## config.mk

```make
export PLATFORM = sky130hd
export DESIGN_NAME = max7219_chain_tx_flat
export DESIGN_NICKNAME = d
export VERILOG_FILES = /design/src/rtl/max7219_chain_tx_if.sv /design/src/rtl/max7219_chain_tx.sv /design/src/flat_wrapper.sv
export SDC_FILE = /design/constraint.sdc
export NUM_CORES = 1
export LEC_CHECK = 0
export BUFFER_PORTS_ARGS = -buffer_cell sky130_fd_sc_hd__clkbuf_2
export CAP_MARGIN = 20
export CORE_MARGIN = 3
export CORE_UTILIZATION = 30
export CTS_BUF_LIST = sky130_fd_sc_hd__clkbuf_4 sky130_fd_sc_hd__clkbuf_8 sky130_fd_sc_hd__clkbuf_16
export DETAILED_ROUTE_END_ITERATION = 8
export PLACE_DENSITY = 0.49
export SLEW_MARGIN = 20
export SYNTH_ARGS = -nofsm -noshare
export SYNTH_HDL_FRONTEND = slang
export SYNTH_SLANG_ARGS = --single-unit
```

## constraint.sdc

```tcl
create_clock -name sys_clk -period 7.59 [get_ports sys_clk]
set_clock_uncertainty 0.15 [all_clocks]
set_input_delay 1.518 -clock sys_clk [delete_from_list [all_inputs] [get_ports sys_clk]]
set_output_delay 1.518 -clock sys_clk [all_outputs]
set_load 0.05 [all_outputs]
```

## src/rtl/max7219_chain_tx_if.sv

```systemverilog
// Command/status and pin bundle between the display controller and max7219_chain_tx.
interface max7219_chain_tx_if #(
  parameter int unsigned N_DEV = 4
);
  logic                   _str;
  logic                   bcast;
  logic [16*N_DEV-1:0]    frame;
  logic                   CS;
  logic                   CLK;
  logic                   Din;
  logic                   busy;
  logic                   done;

  modport master (
    output _str, bcast, frame,
    input  CS, CLK, Din, busy, done
  );

  modport slave (
    input  _str, bcast, frame,
    output CS, CLK, Din, busy, done
  );
endinterface

```

## src/rtl/max7219_chain_tx.sv

```systemverilog
// Serial transmitter for a daisy-chain of MAX7219 drivers: one 16-bit word per
// device shifted MSB first inside a single CS-low window, optional broadcast.
module max7219_chain_tx #(
  parameter int unsigned N_DEV   = 4,
  parameter int unsigned CLK_DIV = 6
) (
  input  logic                   sys_clk,
  input  logic                   _rst,
  max7219_chain_tx_if.slave      bus
);

  localparam int unsigned SR_W  = 16 * N_DEV;
  localparam int unsigned BIT_W = (SR_W > 1) ? $clog2(SR_W) : 1;
  localparam int unsigned DIV_W = (CLK_DIV > 1) ? $clog2(CLK_DIV) : 1;

  typedef enum logic [2:0] {
    S_IDLE,
    S_SHIFT_LO,
    S_SHIFT_HI,
    S_LATCH,
    S_GAP
  } state_t;

  state_t            state_q, state_d;
  logic [DIV_W-1:0]  div_q, div_d;
  logic [BIT_W-1:0]  bit_q, bit_d;
  logic [SR_W-1:0]   sr_q, sr_d;
  logic              cs_q, cs_d;
  logic              clk_q, clk_d;
  logic              din_q, din_d;
  logic              done_q, done_d;
  logic              tick_c;

  assign tick_c = (div_q == DIV_W'(CLK_DIV - 1));

  // State, counters, shift register and pin flops.
  always_ff @(posedge sys_clk or posedge _rst) begin
    if (_rst) begin
      state_q <= S_IDLE;
      div_q   <= '0;
      bit_q   <= '0;
      sr_q    <= '0;
      cs_q    <= 1'b1;
      clk_q   <= 1'b0;
      din_q   <= 1'b0;
      done_q  <= 1'b0;
    end else begin
      state_q <= state_d;
      div_q   <= div_d;
      bit_q   <= bit_d;
      sr_q    <= sr_d;
      cs_q    <= cs_d;
      clk_q   <= clk_d;
      din_q   <= din_d;
      done_q  <= done_d;
    end
  end

  // Next-state and pin sequencing; every non-IDLE state advances on tick.
  always_comb begin
    state_d = state_q;
    bit_d   = bit_q;
    sr_d    = sr_q;
    cs_d    = cs_q;
    clk_d   = clk_q;
    din_d   = din_q;
    done_d  = 1'b0;

    unique case (state_q)
      S_IDLE: begin
        cs_d  = 1'b1;
        clk_d = 1'b0;
        din_d = 1'b0;
        if (bus._str) begin
          sr_d    = bus.bcast ? {N_DEV{bus.frame[15:0]}} : bus.frame;
          cs_d    = 1'b0;
          din_d   = sr_d[SR_W-1];
          bit_d   = BIT_W'(SR_W - 1);
          state_d = S_SHIFT_LO;
        end
      end
      S_SHIFT_LO: begin
        if (tick_c) begin
          clk_d   = 1'b1;
          state_d = S_SHIFT_HI;
        end
      end
      S_SHIFT_HI: begin
        if (tick_c) begin
          clk_d = 1'b0;
          if (bit_q == '0) begin
            state_d = S_LATCH;
          end else begin
            sr_d    = {sr_q[SR_W-2:0], 1'b0};
            din_d   = sr_q[SR_W-2];
            bit_d   = bit_q - BIT_W'(1);
            state_d = S_SHIFT_LO;
          end
        end
      end
      S_LATCH: begin
        if (tick_c) begin
          cs_d    = 1'b1;
          din_d   = 1'b0;
          state_d = S_GAP;
        end
      end
      S_GAP: begin
        din_d = 1'b0;
        if (tick_c) begin
          done_d  = 1'b1;
          state_d = S_IDLE;
        end
      end
      default: state_d = S_IDLE;
    endcase
  end

  // Divider restarts whenever the state changes and is parked in IDLE.
  always_comb begin
    div_d = div_q + DIV_W'(1);
    if (state_q == S_IDLE || state_d != state_q) begin
      div_d = '0;
    end
  end

  assign bus.CS   = cs_q;
  assign bus.CLK  = clk_q;
  assign bus.Din  = din_q;
  assign bus.done = done_q;
  assign bus.busy = (state_q != S_IDLE);

endmodule

```

## src/flat_wrapper.sv

```systemverilog
// flat-port wrapper written by rule: the top's interface ports become plain ports
module max7219_chain_tx_flat 
#(
  parameter int unsigned N_DEV   = 4,
  parameter int unsigned CLK_DIV = 6
)
  (sys_clk, _rst, bus__str, bus_bcast, bus_frame, bus_CS, bus_CLK, bus_Din, bus_busy, bus_done);
  max7219_chain_tx_if #(.N_DEV(N_DEV)) bus_i ();
  input  logic sys_clk;
  input  logic _rst;
  input wire logic [$bits(bus_i._str)-1:0] bus__str;
  input wire logic [$bits(bus_i.bcast)-1:0] bus_bcast;
  input wire logic [$bits(bus_i.frame)-1:0] bus_frame;
  output wire logic [$bits(bus_i.CS)-1:0] bus_CS;
  output wire logic [$bits(bus_i.CLK)-1:0] bus_CLK;
  output wire logic [$bits(bus_i.Din)-1:0] bus_Din;
  output wire logic [$bits(bus_i.busy)-1:0] bus_busy;
  output wire logic [$bits(bus_i.done)-1:0] bus_done;
  assign bus_i._str = bus__str;
  assign bus_i.bcast = bus_bcast;
  assign bus_i.frame = bus_frame;
  assign bus_CS = bus_i.CS;
  assign bus_CLK = bus_i.CLK;
  assign bus_Din = bus_i.Din;
  assign bus_busy = bus_i.busy;
  assign bus_done = bus_i.done;
  max7219_chain_tx #(.N_DEV(N_DEV), .CLK_DIV(CLK_DIV)) u_core (.sys_clk(sys_clk), ._rst(_rst), .bus(bus_i));
endmodule
```

==> results of run 1 <==
-- final timing paths --
check | endpoint | cells after the start | slack, ps | startpoint
worst min-delay path | u_core.div_q[0] | 1 | 320 | u_core.div_q[0]
worst min register to register | u_core.div_q[0] | 1 | 320 | u_core.div_q[0]
max in group asynchronous | u_core.sr_q[36] | 3 | 5560 | _rst
worst max register to register | u_core.bit_q[5] | 5 | 4900 | u_core.state_q[1]
worst max-delay path | bus_busy | 2 | 4340 | u_core.state_q[1]
min in group asynchronous | u_core.sr_q[30] | 3 | 1210 | _rst
-- through the flow --
step / instances / cell area, um2 / hold slack, ps
finish: 642 / 5140 / 320
global placement: 626 / 4860 / 300
global route: 642 / 5140 / 341
detailed placement: 626 / 4860 / 317
floorplan: 397 / 4390 / 285
CTS: 642 / 5130 / 324
-- metal layers --
metal | vias up | part of all wire
met4 | 0 | 0.0093
met3 | 10 | 0.059
met1 | 1479 | 0.47
met5 | - | 0
li1 | 1527 | -
met2 | 66 | 0.46
-- placed cells by master (no fill, tap or decap), types with 2 or more instances in the layout --
cell / synthesis / routed
clkbuf_4: 0 / 6
clkbuf_2: 0 / 71
buf_4: 0 / 3
mux2_1: 6 / 6
nand2_1: 52 / 52
nor2_1: 10 / 10
clkbuf_16: 0 / 9
mux2_2: 64 / 64
ha_1: 3 / 3
nor3b_1: 3 / 2
nor2b_1: 2 / 2
nor3_1: 4 / 4
a211o_1: 2 / 2
o21a_1: 2 / 2
mux2i_1: 50 / 50
a21oi_1: 6 / 6
mux2_4: 8 / 8
dfrtp_1: 78 / 78
o21ai_0: 54 / 54
clkinv_2: 0 / 2
inv_1: 6 / 5
nor3b_2: 1 / 2
-- power groups by stage --
stage	clock network (uW)	logic [uW]	registers, uW
floorplan	0	167	529
global placement	0	220	529
detailed placement	0	224	533
CTS	414	225	526
global route	435	247	534
finish	400	221	526
-- flip-flops by register name, indices dropped and copies added, names as in the netlist --
| name | cells |
|---|---|
| u_core.div_q | 3 |
| u_core.sr_q | 63 |
| u_core.bus.CS | 1 |
| u_core.bus.Din | 1 |
| u_core.bit_q | 6 |
| u_core.bus.CLK | 1 |
| u_core.state_q | 3 |
| u_core.bus.done | 1 |
-- Yosys cell counts, types with 2 or more instances --
| cell type | n |
|---|---|
| nand2_1 | 52 |
| mux2i_1 | 50 |
| nor2_1 | 10 |
| o21ai_0 | 54 |
| nor2b_1 | 2 |
| nor3_1 | 4 |
| a21oi_1 | 6 |
| buf_6 | 6 |
| a211o_1 | 2 |
| nor3b_1 | 3 |
| o21a_1 | 2 |
| ha_1 | 3 |
| mux2_4 | 8 |
| dfrtp_1 | 78 |
| mux2_2 | 64 |
| clkbuf_1 | 16 |
| mux2_1 | 6 |
| inv_1 | 6 |
| buf_2 | 5 |
-- final cells by class --
| cell class | instances | area [um2] | area share |
|---|---|---|---|
| clock buffer | 15 | 270 | 0.0526 |
| clock inverter | 1 | 5.00 | 0.000974 |
| inverter | 6 | 23.8 | 0.00463 |
| multi-input combinational | 285 | 2240 | 0.436 |
| sequential | 79 | 1980 | 0.385 |
| tap | 180 | 225 | 0.0438 |
| timing repair buffer | 76 | 394 | 0.0767 |
-- logic make-up (layout without fill, tap and decap cells) --
logic type / Yosys count / in the layout / synth area share
xor gates and xnor gates: 1 / 1 / 0.00200
muxes: 128 / 128 / 0.321
and+or+nand+nor: 83 / 83 / 0.0878
buffers and inverters: 33 / 98 / 0.0399
AOI/OAI and AO/OA: 70 / 70 / 0.0903
adders and majority gates: 3 / 3 / 0.00855
DFF: 79 / 79 / 0.451
-- worst register-to-register path, cell delays in order, from the launching register on --
cell	delay, ps
dfrtp_1	570
nor3b_2	250
buf_4	710
nand4b_1	330
o31a_1	320
a211o_1	260
==> flow_summary_export.csv, run 1 <==
group,metric,value,unit
detailed_routing,route.detailed.drc,0,
power_and_ir_drop,p_per_area,223,nW/um2
power_and_ir_drop,p_switching,302,uW
timing,max_slew_margin,0.407,
clock_tree,cts_setup_buffers,0,
worst_setup_path,critPathKind,"flip-flop to primary output",
timing,max_freq,308,MHz
worst_setup_path,crit_slowest_cell,"dfrtp_1",
synth,ys_seq_elements,79,
timing,rsz0062_at_grt,"false",
timing,fin_crit,3250,ps
floorplanning,core_area,14100,um2
detailed_routing,ant_nets,0,
power_and_ir_drop,internal-power,845,uW
timing,setup-tns-final,0,ps
worst_setup_path,path_delay_family,"flip-flops",
floorplanning,fp.dieArea,16100,um2
global_route,grt_use_met3,0.0389,
clock_tree,holdBufCountCts,0,
global_route,grt_pass1_wl,16700,um
synth,syn-num-nets,468,
synth,yosysSeqAreaShare,0.451,
global_route,grt_max_degree,101,
clock_tree,clock_latency,330,ps
worst_setup_path,cp-start-kind,"flip-flop",
layout,antenna_cells,0,
layout,syn2layout_area_growth,17.0,%
clock_tree,numCtsBuffers,9,
floorplanning,fp-row-count,43,
timing,tightest_slew,890,ps
worst_setup_path,max_stage_delay,510,ps
layout,n_fill_cell,1426,
worst_setup_path,endpoint_kind,"primary output",
clock_tree,cts_sinks,79,
layout,layout-drive-gt1-share,0.374,
timing,hold_viol,0,
synth,synth_top_area_frac,0.445,
synth,synth.area.top_cells,"dfrtp_1 44%, mux2_2 16%, mux2i_1 11%",
worst_setup_path,crit_chain,"or3_1 -> clkbuf_2",
clock_tree,cts.clk_slew.worst_paths,60,ps
floorplanning,initial_core_util,0.311,
floorplanning,ios,73,
synth,synth_flop_cell,"dfrtp_1",
synth,async_flop_share,1.00,
global_route,grt.met1_usage,0.176,
worst_setup_path,critPathRequiredTime,5920,ps
layout,nNetsFinal,528,
detailed_routing,wire_per_inst,15.9,um
power_and_ir_drop,netSwitchingFraction,0.264,
clock_tree,clockBufferDepth,2,
floorplanning,die_w,127,um
power_and_ir_drop,p_comb_frac,0.193,
global_route,grt_usage,0.131,
timing,finalSetupViolCount,0,
power_and_ir_drop,total_power,1150,uW
placed_design,dp_slack,4300,ps
power_and_ir_drop,pwr-share-seq,0.458,
layout,utilization,0.365,
clock_tree,cts-resized-gates,0,
floorplanning,die_y,127,um
placed_design,gp_congestion,0.754,
synth,synth_edf_count,0,
job,maxCapViolCount,0,
global_route,grt_pass1_vias,3116,
worst_setup_path,worst_ep_arrival_time,1580,ps
synth,synth_area_leader_cell,"dfrtp_1",
worst_setup_path,cp_max_fo,13,
global_route,overflow,0,
power_and_ir_drop,p_leak,0.00237,uW
global_route,grt_busiest_layer,"met2",
synth,syn_avg_cell_area,11.1,um2
power_and_ir_drop,peakVddDrop,119,uV
detailed_routing,vias_per_cell,4.80,
worst_setup_path,crit_buf_inv,1,
clock_tree,cts_tree,"built",
timing,drv_slew,0,
synth,ys_warn_count,0,
timing,worst_slack,4340,ps
detailed_routing,dr.pass1.iters,4,
global_route,grt_antenna_before_repair,0,
global_route,met2_usage,0.209,
detailed_routing,first_iter_violations,191,
worst_hold_path,min_path_type,"flip-flop to flip-flop",
detailed_routing,routed_wl,10200,um
power_and_ir_drop,clkPwrFrac,0.349,
synth,syn_inst,397,
outcome,status,"finished clean",
clock_tree,cts_root_buffer,"clkbuf_16",
placed_design,dp_hpwl,6970,um
clock_tree,cts-htree-levels,3,
synth,synth.cell_area,4390,um2
synth,yosysUniqueCellTypes,39,
detailed_routing,vias,3082,
placed_design,numPortBuffers,72,
timing,finalCritPeriodShare,0.428,
Note: power is estimated with default switching activity, not from simulation.
==> inputs of run 2 (changes only) <==
--- a/config.mk
+++ b/config.mk
@@ -5,6 +5,7 @@
 export SDC_FILE = /design/constraint.sdc
 export NUM_CORES = 1
 export LEC_CHECK = 0
+export ABC_AREA = 1
 export BUFFER_PORTS_ARGS = -buffer_cell sky130_fd_sc_hd__clkbuf_2
 export CAP_MARGIN = 20
 export CORE_MARGIN = 3
==> constraint.sdc (replaced) <==
create_clock -name sys_clk -period 3.3 [get_ports sys_clk]
set_clock_uncertainty 0.15 [all_clocks]
set_input_delay 0.66 -clock sys_clk [delete_from_list [all_inputs] [get_ports sys_clk]]
set_output_delay 0.66 -clock sys_clk [all_outputs]
set_load 0.05 [all_outputs]
==> flow_summary_export.csv, run 2 <==
group,metric,value,unit
clock_tree,clock_latency,340,ps
floorplanning,die_y,128,um
floorplanning,fp.dieArea,16500,um2
layout,top_regs,"u_core.sr_q (63), u_core.bit_q (6)",
global_route,grt_max_degree,80,
layout,final_cell_mix,"519 x nand2_1, 78 x dfrtp_1, 72 x clkbuf_2",
synth,ys_warn_count,0,
synth,synth_edf_count,0,
worst_setup_path,critPathKind,"flip-flop to flip-flop",
timing,hold_viol,0,
timing,max_freq,451,MHz
clock_tree,cts_sinks,79,
floorplanning,initial_core_util,0.308,
global_route,grt_pass1_vias,3972,
floorplanning,fp-row-count,44,
global_route,grt_usage,0.159,
synth,synthXorXnorAreaFrac,0.00390,
layout,syn2layout_area_growth,18.3,%
clock_tree,holdBufCountCts,0,
worst_setup_path,critPathRequiredTime,3420,ps
placed_design,gp_congestion,0.822,
synth,synth_top_family_by_area,"simple AND/OR/NAND/NOR gates",
layout,nNetsFinal,827,
global_route,grt_antenna_before_repair,0,
layout,regMostFlops,"u_core.sr_q",
placed_design,place_inst,929,
clock_tree,cts_root_buffer,"clkbuf_16",
worst_setup_path,worst_ep_arrival_time,2340,ps
clock_tree,cts_tree,"built",
timing,tightest_slew,564,ps
layout,utilization,0.364,
placed_design,dp_hpwl,8800,um
synth,yosys.area_share.simple,0.473,
layout,largest_reg_flops,63,
synth,syn-num-nets,773,
layout,fin_cells,945,
job,maxCapViolCount,0,
detailed_routing,vias_per_cell,4.59,
synth,synth_compound_area_frac,0.0209,
layout,antenna_cells,0,
detailed_routing,ant_nets,0,
floorplanning,ios,73,
worst_setup_path,rr_worst_depth,9,
synth,ys_seq_elements,79,
synth,synth.cell_area,4500,um2
timing,drv_slew,0,
timing,max_slew_margin,0.622,
floorplanning,core_area,14600,um2
synth,synth_fa_ha_area_frac,0.00835,
clock_tree,cts-resized-gates,0,
detailed_routing,dr.pass1.iters,4,
worst_setup_path,r2r-start,"u_core.div_q[0]",
worst_setup_path,worstReg2RegEnd,"u_core.sr_q[26]",
global_route,overflow,0,
synth,yosysUniqueCellTypes,26,
synth,async_flop_share,1.00,
floorplanning,die_w,128,um
synth,syn_avg_cell_area,6.40,um2
timing,rsz0062_at_grt,"false",
timing,setup-tns-final,0,ps
synth,syn_inst,702,
detailed_routing,vias,4334,
timing,finalSetupViolCount,0,
synth,synth_top_cells_by_count,"519 x nand2_1, 78 x dfrtp_1, 20 x buf_2",
layout,n_fill_cell,1563,
detailed_routing,routed_wl,12900,um
worst_setup_path,rrSetupSlack,1080,ps
worst_setup_path,cp_max_fo,50,
layout,final_common_cell,"nand2_1",
layout,layout-drive-gt1-share,0.141,
power_and_ir_drop,peakVddDrop,273,uV
detailed_routing,wire_per_inst,13.7,um
timing,fin_crit,2220,ps
clock_tree,cts_setup_buffers,0,
detailed_routing,route.detailed.drc,0,
synth,synth.mux.area_fraction,0,
worst_hold_path,min_path_type,"input port to async pin",
placed_design,numPortBuffers,72,
clock_tree,numCtsBuffers,9,
layout,finish.instance_area,5320,um2
synth,synth_area_leader_cell,"dfrtp_1",
clock_tree,clockBufferDepth,2,
synth,synth_top_area_frac,0.434,
worst_setup_path,endpoint_kind,"flip-flop",
outcome,status,"finished clean",
detailed_routing,first_iter_violations,385,
power_and_ir_drop,p_per_area,787,nW/um2
global_route,grt_pass1_wl,20600,um
synth,synth_most_common_cell,"nand2_1",
timing,finalCritPeriodShare,0.672,
synth,yosysSeqAreaShare,0.440,
placed_design,place_area,5000,um2
synth,synth.area.top_cells,"dfrtp_1 43%, nand2_1 43%, buf_2 2.2%",
worst_setup_path,cp-start-kind,"flip-flop",
power_and_ir_drop,p_leak,0.00316,uW
synth,synth_flop_cell,"dfrtp_1",
clock_tree,cts.clk_slew.worst_paths,60,ps
clock_tree,cts-htree-levels,3,
-- run 2: metal layers --
| layer | vias up | part of all wire | track usage |
|---|---|---|---|
| met1 | 1988 | 0.51 | 0.240 |
| li1 | 2209 | - | - |
| met4 | 0 | 0.010 | 0.0443 |
| met5 | - | 0 | 0 |
| met3 | 7 | 0.057 | 0.0315 |
| met2 | 130 | 0.42 | 0.230 |
-- run 2: how the worst max path moves through the flow --
stage / end / slack, ps / cells after the start / from
floorplan: u_core.bit_q[0] / 470 / 1 / _rst
global placement: u_core.bus.Din / 970 / 9 / bus_bcast
detailed placement: u_core.bus.Din / 970 / 9 / bus_bcast
CTS: u_core.sr_q[26] / 1080 / 9 / u_core.div_q[0]
global route: u_core.sr_q[57] / 860 / 9 / u_core.div_q[0]
finish: u_core.sr_q[26] / 1080 / 9 / u_core.div_q[0]
-- run 2: critical path, stage by stage (launching register included) --
cell and delay (ps):
dfrtp_1 400, ha_1 200, nand2_1 170, inv_1 130, nand2_1 180, nand2_1 170, o21ai_4 260, buf_12 320
nand2_1 90, nand2_1 60
-- run 2: per-stage QoR --
stage / hold WS (ps) / power (uW) / setup WS (ps)
after CTS: 267 / 4220 / 1080
after global routing: 276 / 4520 / 864
after floorplan: 288 / 2760 / 468
final: 239 / 4180 / 1080
after global placement: 299 / 3070 / 974
after detailed placement: 308 / 3120 / 971
-- run 2: cell families (layout without fill, tap and decap cells) --
family	Yosys count	count (layout)
AOI/OAI and AO/OA	14	14
xor gates and xnor gates	2	2
adders and majority gates	3	3
buffers and inverters	51	110
DFF	79	79
and+or+nand+nor	553	553
-- run 2: final cells by class --
cell class                      instances  area [um2]  area share
Multi-Input combinational cell        572        2280       0.429
Sequential cell                        79        1980       0.372
Clock buffer                           12         248      0.0466
Timing Repair Buffer                   79         450      0.0847
Tap cell                              184         230      0.0433
Clock inverter                          4        70.1      0.0132
Inverter                               15        57.6      0.0108
-- run 2: where the power goes --
part	internal (uW)	leakage [uW]	total, uW	switching (uW)
combinational	469	0.00200	1390	921
clock	686	0.000161	1080	396
sequential	1430	0.00100	1710	278
total	2590	0.00316	4180	1600
